==> config.mk <==
export PLATFORM = sky130hd
export DESIGN_NAME = alu_share_arbiter_flat
export DESIGN_NICKNAME = d
export VERILOG_FILES = /design/src/rtl/alu_pkg.sv /design/src/rtl/alu_share_arbiter_if.sv /design/src/rtl/rr_arb2.sv /design/src/rtl/alu_share_arbiter.sv /design/src/flat_wrapper.sv
export SDC_FILE = /design/constraint.sdc
export NUM_CORES = 1
export LEC_CHECK = 0
export BUFFER_PORTS_ARGS = -buffer_cell sky130_fd_sc_hd__buf_2
export CORE_ASPECT_RATIO = 1.2
export CORE_MARGIN = 2
export CORE_UTILIZATION = 40
export CTS_BUF_LIST = sky130_fd_sc_hd__clkbuf_8
export DETAILED_ROUTE_END_ITERATION = 12
export GPL_TIMING_DRIVEN = 0
export PLACE_DENSITY = 0.75
export SKIP_LAST_GASP = 1
export SLEW_MARGIN = 10
export SYNTH_ARGS = -nofsm -noshare
export SYNTH_HDL_FRONTEND = slang
export SYNTH_HIERARCHICAL = 1
export SYNTH_SLANG_ARGS = --single-unit
==> constraint.sdc <==
create_clock -name clk -period 2.1 [get_ports clk]
set_input_delay 0.63 -clock clk [delete_from_list [all_inputs] [get_ports clk]]
set_output_delay 0.63 -clock clk [all_outputs]
set_load 0.01 [all_outputs]
==> src/rtl/alu_pkg.sv <==
// Shared definitions for the ALU time-sharing arbiter: ALU control codes,
// FSM state encoding and requester count.
package alu_pkg;

    localparam int NUM_REQ = 2;

    typedef enum logic [2:0] {
        ALU_AND  = 3'b000,
        ALU_OR   = 3'b001,
        ALU_ADD  = 3'b010,
        ALU_RSV0 = 3'b011,
        ALU_SUB  = 3'b100,
        ALU_MUL  = 3'b101,
        ALU_SLT  = 3'b110,
        ALU_RSV1 = 3'b111
    } alu_ctrl_e;

    typedef logic [1:0] state_t;

    localparam state_t ST_IDLE = 2'd0;
    localparam state_t ST_EXEC = 2'd1;
    localparam state_t ST_RESP = 2'd2;

    function automatic logic is_reserved_ctrl(input logic [2:0] ctrl);
        return (ctrl == ALU_RSV0) || (ctrl == ALU_RSV1);
    endfunction

endpackage

==> src/rtl/alu_share_arbiter_if.sv <==
// Request/response bus between the two ALU requesters and the arbiter.
// The master side is the requesters, the slave side is the arbiter.
interface alu_share_arbiter_if
    import alu_pkg::*;
#(
    parameter int DATA_SIZE = 32
) ();

    logic [NUM_REQ-1:0]           req_valid_i;
    logic [NUM_REQ-1:0]           req_ready_o;
    logic [NUM_REQ*DATA_SIZE-1:0] req_a_i;
    logic [NUM_REQ*DATA_SIZE-1:0] req_b_i;
    logic [NUM_REQ*3-1:0]         req_ctrl_i;
    logic [NUM_REQ-1:0]           resp_valid_o;
    logic [NUM_REQ-1:0]           resp_ready_i;
    logic [DATA_SIZE-1:0]         resp_result_o;
    logic                         resp_zero_o;
    logic                         resp_err_o;

    modport master (
        output req_valid_i, req_a_i, req_b_i, req_ctrl_i, resp_ready_i,
        input  req_ready_o, resp_valid_o, resp_result_o, resp_zero_o, resp_err_o
    );

    modport slave (
        input  req_valid_i, req_a_i, req_b_i, req_ctrl_i, resp_ready_i,
        output req_ready_o, resp_valid_o, resp_result_o, resp_zero_o, resp_err_o
    );

endinterface

==> src/rtl/rr_arb2.sv <==
// Two-input round-robin grant: a lone request always wins, a tie goes to
// the requester selected by rr_ptr_i.
module rr_arb2
    import alu_pkg::*;
(
    input  logic [NUM_REQ-1:0] valid_i,
    input  logic               rr_ptr_i,
    output logic [NUM_REQ-1:0] grant_o,
    output logic               grant_id_o
);

    always_comb begin
        grant_o    = 2'b00;
        grant_id_o = 1'b0;
        case (valid_i)
            2'b01: begin
                grant_o    = 2'b01;
                grant_id_o = 1'b0;
            end
            2'b10: begin
                grant_o    = 2'b10;
                grant_id_o = 1'b1;
            end
            2'b11: begin
                grant_o    = rr_ptr_i ? 2'b10 : 2'b01;
                grant_id_o = rr_ptr_i;
            end
            default: begin
                grant_o    = 2'b00;
                grant_id_o = 1'b0;
            end
        endcase
    end

endmodule

==> src/rtl/alu_share_arbiter.sv <==
// Time-shares one external combinational MIPS ALU between two requesters:
// accept one op, drive the ALU for a cycle, hold the registered result until taken.
module alu_share_arbiter
    import alu_pkg::*;
#(
    parameter int DATA_SIZE = 32
) (
    input  logic                 clk,
    input  logic                 rst_n,
    alu_share_arbiter_if.slave   bus,
    output logic [DATA_SIZE-1:0] alu_srca_o,
    output logic [DATA_SIZE-1:0] alu_srcb_o,
    output logic [2:0]           alu_ctrl_o,
    input  logic [DATA_SIZE-1:0] alu_result_i,
    input  logic                 alu_zero_i,
    output logic                 busy_o
);

    state_t               state_q, state_d;
    logic                 rr_ptr_q, rr_ptr_d;
    logic                 grant_id_q, grant_id_d;
    logic [DATA_SIZE-1:0] srca_q, srca_d;
    logic [DATA_SIZE-1:0] srcb_q, srcb_d;
    logic [2:0]           ctrl_q, ctrl_d;
    logic [DATA_SIZE-1:0] result_q, result_d;
    logic                 zero_q, zero_d;
    logic                 err_q, err_d;

    logic [NUM_REQ-1:0]   grant;
    logic                 grant_id;

    rr_arb2 u_rr_arb2 (
        .valid_i    (bus.req_valid_i),
        .rr_ptr_i   (rr_ptr_q),
        .grant_o    (grant),
        .grant_id_o (grant_id)
    );

    always_comb begin
        state_d    = state_q;
        rr_ptr_d   = rr_ptr_q;
        grant_id_d = grant_id_q;
        srca_d     = srca_q;
        srcb_d     = srcb_q;
        ctrl_d     = ctrl_q;
        result_d   = result_q;
        zero_d     = zero_q;
        err_d      = err_q;
        case (state_q)
            ST_IDLE: begin
                if (grant != 2'b00) begin
                    grant_id_d = grant_id;
                    srca_d     = grant_id ? bus.req_a_i[DATA_SIZE +: DATA_SIZE]
                                          : bus.req_a_i[0 +: DATA_SIZE];
                    srcb_d     = grant_id ? bus.req_b_i[DATA_SIZE +: DATA_SIZE]
                                          : bus.req_b_i[0 +: DATA_SIZE];
                    ctrl_d     = grant_id ? bus.req_ctrl_i[5:3] : bus.req_ctrl_i[2:0];
                    state_d    = ST_EXEC;
                end
            end
            ST_EXEC: begin
                result_d = alu_result_i;
                zero_d   = alu_zero_i;
                err_d    = is_reserved_ctrl(ctrl_q);
                state_d  = ST_RESP;
            end
            ST_RESP: begin
                // Only the owner of the pending result can retire it.
                if (bus.resp_ready_i[grant_id_q]) begin
                    rr_ptr_d = ~grant_id_q;
                    state_d  = ST_IDLE;
                end
            end
            default: begin
                state_d = ST_IDLE;
            end
        endcase
    end

    always_ff @(posedge clk) begin
        if (!rst_n) begin
            state_q    <= ST_IDLE;
            rr_ptr_q   <= 1'b0;
            grant_id_q <= 1'b0;
            srca_q     <= '0;
            srcb_q     <= '0;
            ctrl_q     <= 3'b000;
            result_q   <= '0;
            zero_q     <= 1'b0;
            err_q      <= 1'b0;
        end else begin
            state_q    <= state_d;
            rr_ptr_q   <= rr_ptr_d;
            grant_id_q <= grant_id_d;
            srca_q     <= srca_d;
            srcb_q     <= srcb_d;
            ctrl_q     <= ctrl_d;
            result_q   <= result_d;
            zero_q     <= zero_d;
            err_q      <= err_d;
        end
    end

    // Ready is suppressed while reset is asserted so nothing looks accepted.
    assign bus.req_ready_o   = ((state_q == ST_IDLE) && rst_n) ? grant : 2'b00;
    assign bus.resp_valid_o  = (state_q == ST_RESP) ? (grant_id_q ? 2'b10 : 2'b01) : 2'b00;
    assign bus.resp_result_o = result_q;
    assign bus.resp_zero_o   = zero_q;
    assign bus.resp_err_o    = err_q;

    assign alu_srca_o = srca_q;
    assign alu_srcb_o = srcb_q;
    assign alu_ctrl_o = ctrl_q;
    assign busy_o     = (state_q != ST_IDLE);

endmodule

==> src/flat_wrapper.sv <==
// flat-port wrapper written by rule: the top's interface ports become plain ports
module alu_share_arbiter_flat import alu_pkg::*;
#(
    parameter int DATA_SIZE = 32
)
  (clk, rst_n, alu_srca_o, alu_srcb_o, alu_ctrl_o, alu_result_i, alu_zero_i, busy_o, bus_req_valid_i, bus_req_a_i, bus_req_b_i, bus_req_ctrl_i, bus_resp_ready_i, bus_req_ready_o, bus_resp_valid_o, bus_resp_result_o, bus_resp_zero_o, bus_resp_err_o);
  alu_share_arbiter_if #(.DATA_SIZE(DATA_SIZE)) bus_i ();
  input  logic clk;
  input  logic rst_n;
  output logic [DATA_SIZE-1:0] alu_srca_o;
  output logic [DATA_SIZE-1:0] alu_srcb_o;
  output logic [2:0] alu_ctrl_o;
  input  logic [DATA_SIZE-1:0] alu_result_i;
  input  logic alu_zero_i;
  output logic busy_o;
  input wire logic [$bits(bus_i.req_valid_i)-1:0] bus_req_valid_i;
  input wire logic [$bits(bus_i.req_a_i)-1:0] bus_req_a_i;
  input wire logic [$bits(bus_i.req_b_i)-1:0] bus_req_b_i;
  input wire logic [$bits(bus_i.req_ctrl_i)-1:0] bus_req_ctrl_i;
  input wire logic [$bits(bus_i.resp_ready_i)-1:0] bus_resp_ready_i;
  output wire logic [$bits(bus_i.req_ready_o)-1:0] bus_req_ready_o;
  output wire logic [$bits(bus_i.resp_valid_o)-1:0] bus_resp_valid_o;
  output wire logic [$bits(bus_i.resp_result_o)-1:0] bus_resp_result_o;
  output wire logic [$bits(bus_i.resp_zero_o)-1:0] bus_resp_zero_o;
  output wire logic [$bits(bus_i.resp_err_o)-1:0] bus_resp_err_o;
  assign bus_i.req_valid_i = bus_req_valid_i;
  assign bus_i.req_a_i = bus_req_a_i;
  assign bus_i.req_b_i = bus_req_b_i;
  assign bus_i.req_ctrl_i = bus_req_ctrl_i;
  assign bus_i.resp_ready_i = bus_resp_ready_i;
  assign bus_req_ready_o = bus_i.req_ready_o;
  assign bus_resp_valid_o = bus_i.resp_valid_o;
  assign bus_resp_result_o = bus_i.resp_result_o;
  assign bus_resp_zero_o = bus_i.resp_zero_o;
  assign bus_resp_err_o = bus_i.resp_err_o;
  alu_share_arbiter #(.DATA_SIZE(DATA_SIZE)) u_core (.clk(clk), .rst_n(rst_n), .bus(bus_i), .alu_srca_o(alu_srca_o), .alu_srcb_o(alu_srcb_o), .alu_ctrl_o(alu_ctrl_o), .alu_result_i(alu_result_i), .alu_zero_i(alu_zero_i), .busy_o(busy_o));
endmodule
==> impl_metrics.env <==
export IMPL_period_share_pct=95.6
export IMPL_critPathKind="reg2out"
export IMPL_overflow=0
export IMPL_place_ws_ns=-0.107
export IMPL_io_pins=279
export IMPL_critical_path_depth=4
export IMPL_crit_required_ns=1.47
export IMPL_core_area_um2=11400
export IMPL_grt_usage_pct=21.6
export IMPL_yosys_area_share_simple_pct=7.50
export IMPL_r2r_cells=7
export IMPL_vias=4639
export IMPL_yosys_cell_count_top_type="dfxtp_1"
export IMPL_yosys_top_cells_count="dfxtp_1, a21oi_1, mux2i_1"
export IMPL_worstSetupStartpoint="u_core/rr_ptr_q$_SDFFE_PN0P_"
export IMPL_wl_mm=14.1
export IMPL_drt_pre_antenna_iters=5
export IMPL_rsz0062_at_grt="false"
export IMPL_p_per_area_nw_per_um2=761
export IMPL_max_clock_freq_mhz=498
export IMPL_worstSkewPairLatency_ns=0.37
export IMPL_synth_area_leader_cell="dfxtp_1"
export IMPL_hold_depth=2
export IMPL_multiInputGateArea_um2=2240
export IMPL_yosys_register_bits=105
export IMPL_place_inst=920
export IMPL_fin_nets=948
export IMPL_p_switching_mw=1.55
export IMPL_comb_power_share_pct=26.7
export IMPL_max_stage_delay_ns=0.39
export IMPL_cts_tree="built"
export IMPL_fp_row_count=43
export IMPL_numCtsBuffers=9
export IMPL_synth_area_leaders="dfxtp_1, mux2i_1, a21oi_1, a211oi_2, a211oi_1"
export IMPL_diodes=0
export IMPL_p_clk_share_pct=26.2
export IMPL_cts_root_buf="clkbuf_8"
export IMPL_period_minus_slack_ns=2.01
export IMPL_synth_xor_area_share_pct=0
export IMPL_syn_nets=658
export IMPL_final_antenna_net_count=0
export IMPL_slew_headroom_pct=52.7
export IMPL_cts_hold_buf=0
export IMPL_tightest_slew_ns=0.709
export IMPL_worstSetupEndpointType="primary output"
export IMPL_outcome="finished clean"
export IMPL_hold_viol_final=0
export IMPL_startpoint_type="flip-flop"
export IMPL_synth_warnings=6
export IMPL_drtIter0Drc=97
export IMPL_path_clk_slew_ns=0.11
export IMPL_antenna_found_initial=0
export IMPL_cp_endpoint="bus_req_ready_o[1]"
export IMPL_ys_flop_type="dfxtp_1"
export IMPL_slew_viol_final=0
export IMPL_p_int_mw=3.33
export IMPL_path_cells="inv_1 -> a21boi_1 -> and3_1 -> buf_2"
export IMPL_critPathArrivalTime_ns=1.38
export IMPL_grt_max_degree=19
export IMPL_grt_pass1_wl_mm=20.9
export IMPL_synth_top_area_share_pct=45.5
export IMPL_synthArstFlopShare_pct=0
export IMPL_slowest_stage="dfxtp_1"
export IMPL_drive_above_1_share_pct=46.8
export IMPL_synth_area_um2=4620
export IMPL_r2r_start="u_core/rr_ptr_q$_SDFFE_PN0P_"
export IMPL_worst_slack_ns=0.0930
export IMPL_synth_compound_area_share_pct=26.2
export IMPL_synthCells=485
export IMPL_muxShareOfSynthArea_pct=14.7
export IMPL_initial_utilization_pct=40.5
export IMPL_dp_hpwl_mm=11.0
export IMPL_synth_top_family_by_area="compound AO/OA/AOI/OAI gates"
export IMPL_fillers=1132
export IMPL_post_drt_wl_per_cell_um=15.0
export IMPL_ys_types=26
export IMPL_clk_path_buf_depth=2
export IMPL_switching_share_pct=31.8
export IMPL_syn_mean_instance_area_um2=9.52
export IMPL_io_buffers=278
export IMPL_setup_violations=0
export IMPL_cts_htree_levels=3
export IMPL_critical_path_buf_inv_count=2
export IMPL_grt_pass1_vias=4291
export IMPL_route_detailed_drc=0
export IMPL_via_per_inst=4.95
export IMPL_fin_cells=937
export IMPL_p_leak_nw=2.99
export IMPL_die_h_um=122
export IMPL_ir_drop_uv=318
export IMPL_gp_congestion=0.798
export IMPL_reg2reg_slack_ns=0.25
export IMPL_r2r_end="u_core/alu_srca_o[7]$_SDFFE_PN0P_"
export IMPL_crit_family="flip-flops"
export IMPL_fin_skew_ns=0.0145
export IMPL_area_growth_pct=39.0
export IMPL_ff_latch_area_um2=2100
export IMPL_die_area_um2=12400
export IMPL_crit_fanout=4
export IMPL_synth_adder_area_share_pct=0
export IMPL_hold_path_class="reg2reg"
export IMPL_power_frac_seq_pct=47.1
export IMPL_maxCapViolations=0
export IMPL_die_x_um=102
export IMPL_cts_sinks=105
export IMPL_ys_seq_area_share_pct=45.5
export IMPL_synth_edf_count=0
-- cell families (layout without fill, tap and decap cells) --
logic type,after synthesis,after routing
compound gates,177,177
buf+inv,53,348
flops,105,105
mux,68,68
simple gates,82,82
-- repair_timing --
action                     4_1_cts  5_1_grt
setup buffers                    1        0
setup endpoints to repair        2        3
gates resized for setup          2        2
pin swaps                        1        0
-- cells in the final DEF (no fill, tap or decap) --
cell type and count:
a21oi_1 104, bufinv_16 1, or2_1 1, buf_4 6, inv_1 3, a21boi_0 1
o21ai_0 2, clkinvlp_4 1, nand2b_1 1, buf_1 2, nand3_1 2, nand2_1 67
and2_1 2, clkinv_2 1, a211oi_2 29, buf_6 4, mux2i_1 68, nor3_1 1
a311oi_1 1, dfxtp_1 105, a211oi_1 38, inv_6 2, clkbuf_8 9, nor2b_1 1
inv_2 1, and3_1 2, clkinv_4 2, nor2_1 2, buf_2 306, nor2b_2 1
a21boi_1 2, nor2_4 2, clkbuf_1 10
-- through the flow --
step / hold slack [ns] / total power, mW / area (µm²) / utilization [%] / TNS (ns)
2_1_floorplan: 0.476 / 3.10 / 4620 / - / 0
3_3_place_gp: 0.439 / 3.63 / 6210 / 54.4 / -0.583
3_5_place_dp: 0.443 / 3.65 / 6210 / 54.4 / -1.12
4_1_cts: 0.443 / 4.94 / 6420 / 56.3 / 0
5_1_grt: 0.454 / 5.14 / 6420 / 56.3 / 0
6_report: 0.458 / 4.89 / 6420 / 56.3 / 0
-- power groups by stage --
stage               combinational, mW  clock (mW)  sequential [mW]
floorplan                       0.665           0             2.44
global placement                 1.29           0             2.34
detailed placement               1.31           0             2.35
CTS                              1.31        1.32             2.30
global route                     1.43        1.38             2.33
finish                           1.30        1.28             2.30
-- final cells by class --
cell class	instances	share of cell area (%)
multi-input cells	327	34.9
flip-flops and latches	105	32.7
repair buffers	279	21.8
plain buffers	49	4.17
well taps	157	3.06
clock buffers	9	1.93
clock inverters	7	1.21
inverters	4	0.234
-- worst reg2reg max path, cell delays in order (launching register included) --
cell	delay, ns
dfxtp_1	0.39
inv_1	0.07
a21boi_1	0.13
buf_2	0.23
buf_6	0.22
buf_4	0.24
mux2i_1	0.35
a211oi_2	0.11
-- metal layers --
metal  routed length [µm]  vias to the layer above  global-route usage [%]
li1                     -                     2315                       -
met1                 5690                     2113                    24.9
met2                 7040                      192                    39.0
met3                 1080                       19                    4.70
met4                  257                        0                    7.25
met5                    0                        -                       0
-- how the worst min path moves through the flow --
stage | start | endpoint | slack [ns]
after detailed placement | u_core/bus.resp_result_o[22]$_SDFFE_PN0N_ | u_core/bus.resp_result_o[22]$_SDFFE_PN0N_ | 0.44
final | u_core/bus.resp_result_o[12]$_SDFFE_PN0N_ | u_core/bus.resp_result_o[12]$_SDFFE_PN0N_ | 0.46
after CTS | bus_resp_ready_i[1] | u_core/rr_ptr_q$_SDFFE_PN0P_ | 0.44
after global placement | u_core/bus.resp_result_o[24]$_SDFFE_PN0N_ | u_core/bus.resp_result_o[24]$_SDFFE_PN0N_ | 0.44
after global routing | bus_resp_ready_i[1] | u_core/rr_ptr_q$_SDFFE_PN0P_ | 0.45
after floorplan | u_core/bus.resp_err_o$_SDFFE_PN0N_ | u_core/bus.resp_err_o$_SDFFE_PN0N_ | 0.48
-- flip-flops by register name (all words and copies together) (netlist names) --
name                      count
u_core/grant_id_q             1
u_core/bus.resp_zero_o        1
u_core/rr_ptr_q               1
u_core/alu_srca_o            32
u_core/alu_srcb_o            32
u_core/bus.resp_result_o     32
u_core/bus.resp_err_o         1
u_core/alu_ctrl_o             3
u_core/state_q                2
Note: power is estimated with default switching activity, not from simulation.
